`src/rtl/bsg_cache_nb_pkg.sv`:
```
// rtl/bsg_cache_nb_pkg.sv - shared types and width helpers for the non-blocking cache DMA path
package bsg_cache_nb_pkg;

    function automatic int safe_clog2(input int n);
        return (n <= 1) ? 1 : $clog2(n);
    endfunction

    function automatic int block_offset_width(input int block_size_in_words, input int word_width);
        return $clog2(block_size_in_words * word_width / 8);
    endfunction

    // Packet layout, MSB first: {write_not_read, addr, mask, mshr_id}
    function automatic int dma_pkt_width(input int addr_width, input int block_size_in_words,
                                         input int mshr_els);
        return 1 + addr_width + block_size_in_words + safe_clog2(mshr_els);
    endfunction

    typedef struct packed {
        logic valid;
        logic issued;
        logic data_done;
    } wq_entry_state_s;

endpackage

```
`src/rtl/bsg_cache_nb_dma_sched_wq.sv`:
```
// rtl/bsg_cache_nb_dma_sched_wq.sv - evict write queue with block-address CAM, issue and retire tracking
module bsg_cache_nb_dma_sched_wq
    import bsg_cache_nb_pkg::*;
#(
    parameter int pkt_width_p = 43,
    parameter int els_p       = 4,
    parameter int blk_lsb_p   = 15,
    parameter int blk_width_p = 27,
    localparam int ptr_width_lp   = safe_clog2(els_p),
    localparam int count_width_lp = $clog2(els_p + 1)
) (
    input  logic                      i_clk,
    input  logic                      i_reset,
    input  logic                      i_enq_v,
    input  logic [pkt_width_p-1:0]    i_enq_pkt,
    input  logic                      i_issue,
    input  logic                      i_data_done,
    input  logic [blk_width_p-1:0]    i_cam_blk,
    output logic                      o_cam_hit,
    output logic                      o_head_v,
    output logic [pkt_width_p-1:0]    o_head_pkt,
    output logic                      o_full,
    output logic [count_width_lp-1:0] o_count
);

    localparam logic [ptr_width_lp-1:0]   last_ptr_lp   = ptr_width_lp'(els_p - 1);
    localparam logic [count_width_lp-1:0] full_count_lp = count_width_lp'(els_p);

    wq_entry_state_s [els_p-1:0] r_state;
    logic [pkt_width_p-1:0]      r_pkt [els_p];
    logic [ptr_width_lp-1:0]     r_wr_ptr;
    logic [ptr_width_lp-1:0]     r_rd_ptr;
    logic [ptr_width_lp-1:0]     r_issue_ptr;
    logic [ptr_width_lp-1:0]     r_data_ptr;
    logic [count_width_lp-1:0]   r_count;

    logic w_enq;
    logic w_issue;
    logic w_data_fire;
    logic w_rd_issued;
    logic w_rd_done;
    logic w_retire;

    function automatic logic [ptr_width_lp-1:0] ptr_inc(input logic [ptr_width_lp-1:0] p);
        return (p == last_ptr_lp) ? '0 : p + 1'b1;
    endfunction

    assign o_full     = (r_count == full_count_lp);
    assign o_count    = r_count;
    assign o_head_v   = r_state[r_issue_ptr].valid & ~r_state[r_issue_ptr].issued;
    assign o_head_pkt = r_pkt[r_issue_ptr];

    assign w_enq       = i_enq_v & ~o_full;
    assign w_issue     = i_issue & o_head_v;
    // Evict data may arrive before its packet is issued, so it tracks its own pointer
    assign w_data_fire = i_data_done & r_state[r_data_ptr].valid & ~r_state[r_data_ptr].data_done;

    // Flags set on this edge count toward retiring the oldest entry on the same edge
    assign w_rd_issued = r_state[r_rd_ptr].issued    | (w_issue     & (r_issue_ptr == r_rd_ptr));
    assign w_rd_done   = r_state[r_rd_ptr].data_done | (w_data_fire & (r_data_ptr  == r_rd_ptr));
    assign w_retire    = r_state[r_rd_ptr].valid & w_rd_issued & w_rd_done;

    always_comb begin
        o_cam_hit = 1'b0;
        for (int i = 0; i < els_p; i++) begin
            if (r_state[i].valid && (r_pkt[i][blk_lsb_p +: blk_width_p] == i_cam_blk)) begin
                o_cam_hit = 1'b1;
            end
        end
    end

    always_ff @(posedge i_clk) begin
        if (i_reset) begin
            r_state     <= '0;
            r_wr_ptr    <= '0;
            r_rd_ptr    <= '0;
            r_issue_ptr <= '0;
            r_data_ptr  <= '0;
            r_count     <= '0;
        end else begin
            if (w_enq) begin
                r_state[r_wr_ptr] <= '{valid: 1'b1, issued: 1'b0, data_done: 1'b0};
                r_wr_ptr          <= ptr_inc(r_wr_ptr);
            end
            if (w_issue) begin
                r_state[r_issue_ptr].issued <= 1'b1;
                r_issue_ptr                 <= ptr_inc(r_issue_ptr);
            end
            if (w_data_fire) begin
                r_state[r_data_ptr].data_done <= 1'b1;
                r_data_ptr                    <= ptr_inc(r_data_ptr);
            end
            if (w_retire) begin
                r_state[r_rd_ptr] <= '0;
                r_rd_ptr          <= ptr_inc(r_rd_ptr);
            end
            case ({w_enq, w_retire})
                2'b10:   r_count <= r_count + 1'b1;
                2'b01:   r_count <= r_count - 1'b1;
                default: r_count <= r_count;
            endcase
        end
    end

    always_ff @(posedge i_clk) begin
        if (w_enq) begin
            r_pkt[r_wr_ptr] <= i_enq_pkt;
        end
    end

endmodule

```
`src/rtl/bsg_cache_nb_dma_scheduler.sv`:
```
// rtl/bsg_cache_nb_dma_scheduler.sv - read-bypass DMA scheduler with write buffering and RAW blocking
module bsg_cache_nb_dma_scheduler
    import bsg_cache_nb_pkg::*;
#(
    parameter int addr_width_p          = 32,
    parameter int block_size_in_words_p = 8,
    parameter int word_width_p          = 32,
    parameter int dma_data_width_p      = 64,
    parameter int mshr_els_p            = 4,
    parameter int starve_limit_p        = 16,
    localparam int block_size_in_bursts_lp = block_size_in_words_p * word_width_p / dma_data_width_p,
    localparam int dma_pkt_width_lp        = dma_pkt_width(addr_width_p, block_size_in_words_p, mshr_els_p),
    localparam int wq_count_width_lp       = $clog2(mshr_els_p + 1)
) (
    input  logic                         clk_i,
    input  logic                         reset_i,
    input  logic [dma_pkt_width_lp-1:0]  dma_pkt_i,
    input  logic                         dma_pkt_v_i,
    output logic                         dma_pkt_yumi_o,
    output logic [dma_pkt_width_lp-1:0]  mem_pkt_o,
    output logic                         mem_pkt_v_o,
    input  logic                         mem_pkt_yumi_i,
    input  logic                         evict_data_v_i,
    input  logic                         evict_data_yumi_i,
    output logic [wq_count_width_lp-1:0] wq_count_o
);

    localparam int id_width_lp        = safe_clog2(mshr_els_p);
    localparam int block_offset_lp    = block_offset_width(block_size_in_words_p, word_width_p);
    localparam int blk_lsb_lp         = id_width_lp + block_size_in_words_p + block_offset_lp;
    localparam int blk_width_lp       = addr_width_p - block_offset_lp;
    localparam int burst_cnt_width_lp = safe_clog2(block_size_in_bursts_lp);
    localparam int age_width_lp       = $clog2(starve_limit_p + 1);
    localparam logic [burst_cnt_width_lp-1:0] last_burst_lp = burst_cnt_width_lp'(block_size_in_bursts_lp - 1);
    localparam logic [age_width_lp-1:0]       starve_lp     = age_width_lp'(starve_limit_p);

    logic [age_width_lp-1:0]       r_age;
    logic [burst_cnt_width_lp-1:0] r_burst_cnt;

    logic                        w_in_wnr;
    logic [blk_width_lp-1:0]     w_in_blk;
    logic                        w_is_rd;
    logic                        w_cam_hit;
    logic                        w_hz;
    logic                        w_head_v;
    logic [dma_pkt_width_lp-1:0] w_head_pkt;
    logic                        w_full;
    logic                        w_force_wr;
    logic                        w_rd_ok;
    logic                        w_wr_issue;
    logic                        w_enq;
    logic                        w_beat;
    logic                        w_data_done;

    assign w_in_wnr = dma_pkt_i[dma_pkt_width_lp-1];
    assign w_in_blk = dma_pkt_i[blk_lsb_lp +: blk_width_lp];
    assign w_is_rd  = dma_pkt_v_i & ~w_in_wnr;
    assign w_hz     = w_is_rd & w_cam_hit;

    // Reads bypass queued writes unless the head has starved or the queue is full
    assign w_force_wr = w_head_v & ((r_age >= starve_lp) | w_full);
    assign w_rd_ok    = w_is_rd & ~w_hz & ~w_force_wr;
    assign w_wr_issue = ~w_rd_ok & w_head_v & mem_pkt_yumi_i;
    assign w_enq      = dma_pkt_v_i & w_in_wnr & ~w_full;

    assign mem_pkt_v_o    = w_rd_ok | w_head_v;
    assign mem_pkt_o      = w_rd_ok ? dma_pkt_i : w_head_pkt;
    assign dma_pkt_yumi_o = w_enq | (w_rd_ok & mem_pkt_yumi_i);

    assign w_beat      = evict_data_v_i & evict_data_yumi_i;
    assign w_data_done = w_beat & (r_burst_cnt == last_burst_lp);

    always_ff @(posedge clk_i) begin
        if (reset_i) begin
            r_age       <= '0;
            r_burst_cnt <= '0;
        end else begin
            if (w_wr_issue) begin
                r_age <= '0;
            end else if (w_head_v & w_rd_ok & mem_pkt_yumi_i & (r_age < starve_lp)) begin
                r_age <= r_age + 1'b1;
            end
            if (w_beat) begin
                r_burst_cnt <= (r_burst_cnt == last_burst_lp) ? '0 : r_burst_cnt + 1'b1;
            end
        end
    end

    bsg_cache_nb_dma_sched_wq #(
        .pkt_width_p (dma_pkt_width_lp),
        .els_p       (mshr_els_p),
        .blk_lsb_p   (blk_lsb_lp),
        .blk_width_p (blk_width_lp)
    ) u_wq (
        .i_clk       (clk_i),
        .i_reset     (reset_i),
        .i_enq_v     (w_enq),
        .i_enq_pkt   (dma_pkt_i),
        .i_issue     (w_wr_issue),
        .i_data_done (w_data_done),
        .i_cam_blk   (w_in_blk),
        .o_cam_hit   (w_cam_hit),
        .o_head_v    (w_head_v),
        .o_head_pkt  (w_head_pkt),
        .o_full      (w_full),
        .o_count     (wq_count_o)
    );

endmodule

```
`config.mk`:
```
export PLATFORM = sky130hd
export DESIGN_NAME = bsg_cache_nb_dma_scheduler
export DESIGN_NICKNAME = d
export VERILOG_FILES = /design/src/rtl/bsg_cache_nb_pkg.sv /design/src/rtl/bsg_cache_nb_dma_sched_wq.sv /design/src/rtl/bsg_cache_nb_dma_scheduler.sv
export SDC_FILE = /design/constraint.sdc
export NUM_CORES = 1
export LEC_CHECK = 0
export CORE_MARGIN = 5
export CORE_UTILIZATION = 40
export DETAILED_ROUTE_END_ITERATION = 10
export PLACE_DENSITY_LB_ADDON = 0.05
export SYNTH_ARGS = -nofsm -noshare
export SYNTH_HDL_FRONTEND = slang
export SYNTH_SLANG_ARGS = --single-unit
```
`constraint.sdc`:
```
create_clock -name clk_i -period 8.9 [get_ports clk_i]
set_input_delay 2.225 -clock clk_i [delete_from_list [all_inputs] [get_ports clk_i]]
set_output_delay 2.225 -clock clk_i [all_outputs]
set_load 0.02 [all_outputs]
```
==> impl_metrics.ini <==
[global_route]
first_global_vias = 6082
antenna_found_initial = 0
grt_overflow = 0
grt_usage_pct = 16.8
grt_max_degree = 45
grt_pass1_wl_um = 37000

[timing]
max_freq_mhz = 122
skew_ns = 0.00934
slew_viol_final = 0
slew_headroom_pct = 22.8
rsz0062_at_grt = false
hold_violations = 0
setup_viol = 0
min_period_ns = 8.17
worstMarginPinSlew_ns = 1.15
fin_setup_tns_ns = 0
period_share_pct = 91.8

[routing]
vias_per_cell = 5.27
wl_um = 23800
final_antenna_net_count = 0
first_iter_violations = 365
wl_per_cell_um = 22.2
vias = 5640
dr.pass1.iters = 5
drc_errors = 0

[cts]
clockRootBuffer = clkbuf_16
path_clk_slew_ns = 0.06
cts.path.max_buffers = 3
clk_latency_ns = 0.51
cts_hold_buf = 0
cts_tree = done
cts.sinks = 204
cts-buffers-inserted = 24
post_cts_buffers = 0
postCtsResizedCells = 0
htreeDepth = 1

[floorplanning]
row_count = 57
die_w_um = 167
fp.dieArea_um2 = 27800
start_util_pct = 40.6
die_h_um = 167
top_level_ports = 97
coreArea_um2 = 24200

[hold_path]
min_path_type = reg2reg

[logic_synthesis]
synthArstFlopShare_pct = 0
muxShareOfSynthArea_pct = 15.7
syn_area_um2 = 9840
syn_nets = 718
ys_warn_count = 0
synth_top_cell_by_area = edfxtp_1
synthXorXnorAreaFrac_pct = 10.4
yosysSeqAreaShare_pct = 59.0
synth-seq-cells = 204
synth_most_common_cell = edfxtp_1
synth_common_cells = edfxtp_1 (172), xnor2_1 (91), mux4_2 (46)
synth_area_leaders = edfxtp_1 (52%), mux4_2 (11%), xnor2_1 (8.1%), dfxtp_1 (6.5%), mux2_2 (4.8%)
avgSynthCellArea_um2 = 15.2
synth_fa_ha_area_share_pct = 2.75
synth_top_area_share_pct = 52.5
synth-edff-count = 172
netlist_instances = 648
synth_compound_area_share_pct = 3.42
synthSimpleGateAreaFrac_pct = 5.53
synth_top_family_by_area = multiplexers
yosysUniqueCellTypes = 48
ys.flop_type = edfxtp_1

[worst_setup_path]
rrSetupSlack_ns = 4.66
crit_required_ns = 6.68
path_class = in2out
startpoint_type = input pin
cp_max_fo = 23
end_kind = output pin
cp.arrival_ns = 5.94

[power_and_ir_drop]
power_frac_seq_pct = 46.8
pwr-share-comb_pct = 10.7
switching_share_pct = 22.5
p_leak_nw = 3.72
p_total_w = 0.00229
p_int_w = 0.00177
p_switching_w = 0.000515
clockPowerShare_pct = 42.5
cellPowerDensity_nw_per_um2 = 193
ir_drop_v = 0.000153

[placed_design]
hpwl_um = 15800
placed_area_um2 = 11000
io_buffers = 96
place.gp.congestion = 0.779

[finish]
final_nets = 798
fillCellCount = 2125
diodes = 0
syn_to_final_growth_pct = 20.1
fin_area_um2 = 11800
fin_util_pct = 48.8
drive_gt1_share_pct = 18.5

[job]
drv_cap = 0

[outcome]
status = finished, final reports clean
[sequential cells by signal, summed over array words and instances, names as in the netlist, named ones only]
signal and cells:
u_wq.r_issue_ptr 2, u_wq.r_data_ptr 2, u_wq.r_state 12, r_age 5, u_wq.o_count 3, u_wq.r_pkt 172
u_wq.r_wr_ptr 2, r_burst_cnt 2, u_wq.r_rd_ptr 2
[per-stage QoR]
| stage | setup WS [ns] | hold WS (ns) | std cells |
|---|---|---|---|
| 3_3_place_gp | 0.817 | 0.447 | 1026 |
| 3_5_place_dp | 0.709 | 0.467 | 1026 |
| 5_1_grt | 0.511 | 0.493 | 1070 |
| 4_1_cts | 0.703 | 0.475 | 1070 |
| 6_report | 0.733 | 0.468 | 1070 |
| 2_1_floorplan | 2.76 | 0.440 | 648 |
[worst max-delay path, cell delays in order]
cell and delay, ns:
clkdlybuf4s50_1 0.70, xnor2_1 0.19, nand4_1 0.16, nor4_1 0.08, a22oi_1 0.23, nand4_1 0.36
nor2_4 0.71, buf_4 0.36, mux2_2 0.37, clkdlybuf4s50_1 0.54
[kinds of logic after synthesis]
group | after synthesis
compound gates | 47
xor+xnor | 117
fa+ha+maj | 21
buf+inv | 69
flops | 204
mux | 92
simple gates | 98
[power by group through the flow]
stage,registers [W],logic (W),clock network (W)
after CTS,0.00107,0.000248,0.000995
after global routing,0.00107,0.000262,0.00104
after detailed placement,0.00109,0.000247,0
final,0.00107,0.000244,0.000971
after floorplan,0.00108,0.000148,0
after global placement,0.00109,0.000246,0
[cell usage in the layout (no fill, tap or decap), drive strengths merged, types with 2 or more instances in the layout]
master	instances
nand4	26
xnor2	91
a22oi	5
bufinv	3
clkdlybuf4s50	96
nor2b	4
clkinv	16
xor2	26
nor3b	5
dfxtp	32
buf	9
clkbuf	27
nand2	17
a21oi	8
mux2i	4
ha	20
mux4	46
o21ai	6
nor2	17
a2bb2oi	4
inv	16
a211oi	13
mux2	42
and2	2
nand2b	3
edfxtp	172
nor3	6
nor4	11
o21a	2
or3	2
[per-layer routing]
metal / global-route usage [%] / routed length (µm) / part of all wire, %
met1: 24.8 / 11400 / 48
met2: 26.2 / 11000 / 46
met3: 2.87 / 1050 / 4.4
met4: 3.70 / 371 / 1.6
met5: 0 / 0 / 0
[worst paths after layout]
kind,end,cells after the start,start
hold reg to reg,r_burst_cnt[1],2,r_burst_cnt[1]
setup / recovery,mem_pkt_o[2],10,dma_pkt_i[30]
setup reg to reg,u_wq.o_count[2],12,u_wq.r_pkt[2][21]
hold / removal,r_burst_cnt[1],2,r_burst_cnt[1]
[area by class of cell]
cell class	count	area (µm²)	share of cell area (%)
Tap cell	324	405	3.43
Multi-Input combinational cell	375	3730	31.5
Sequential cell	204	5810	49.1
Clock inverter	17	150	1.27
Inverter	18	67.6	0.571
Timing Repair Buffer	105	1030	8.70
Clock buffer	27	633	5.36
Power figures use the tool's default switching activity.
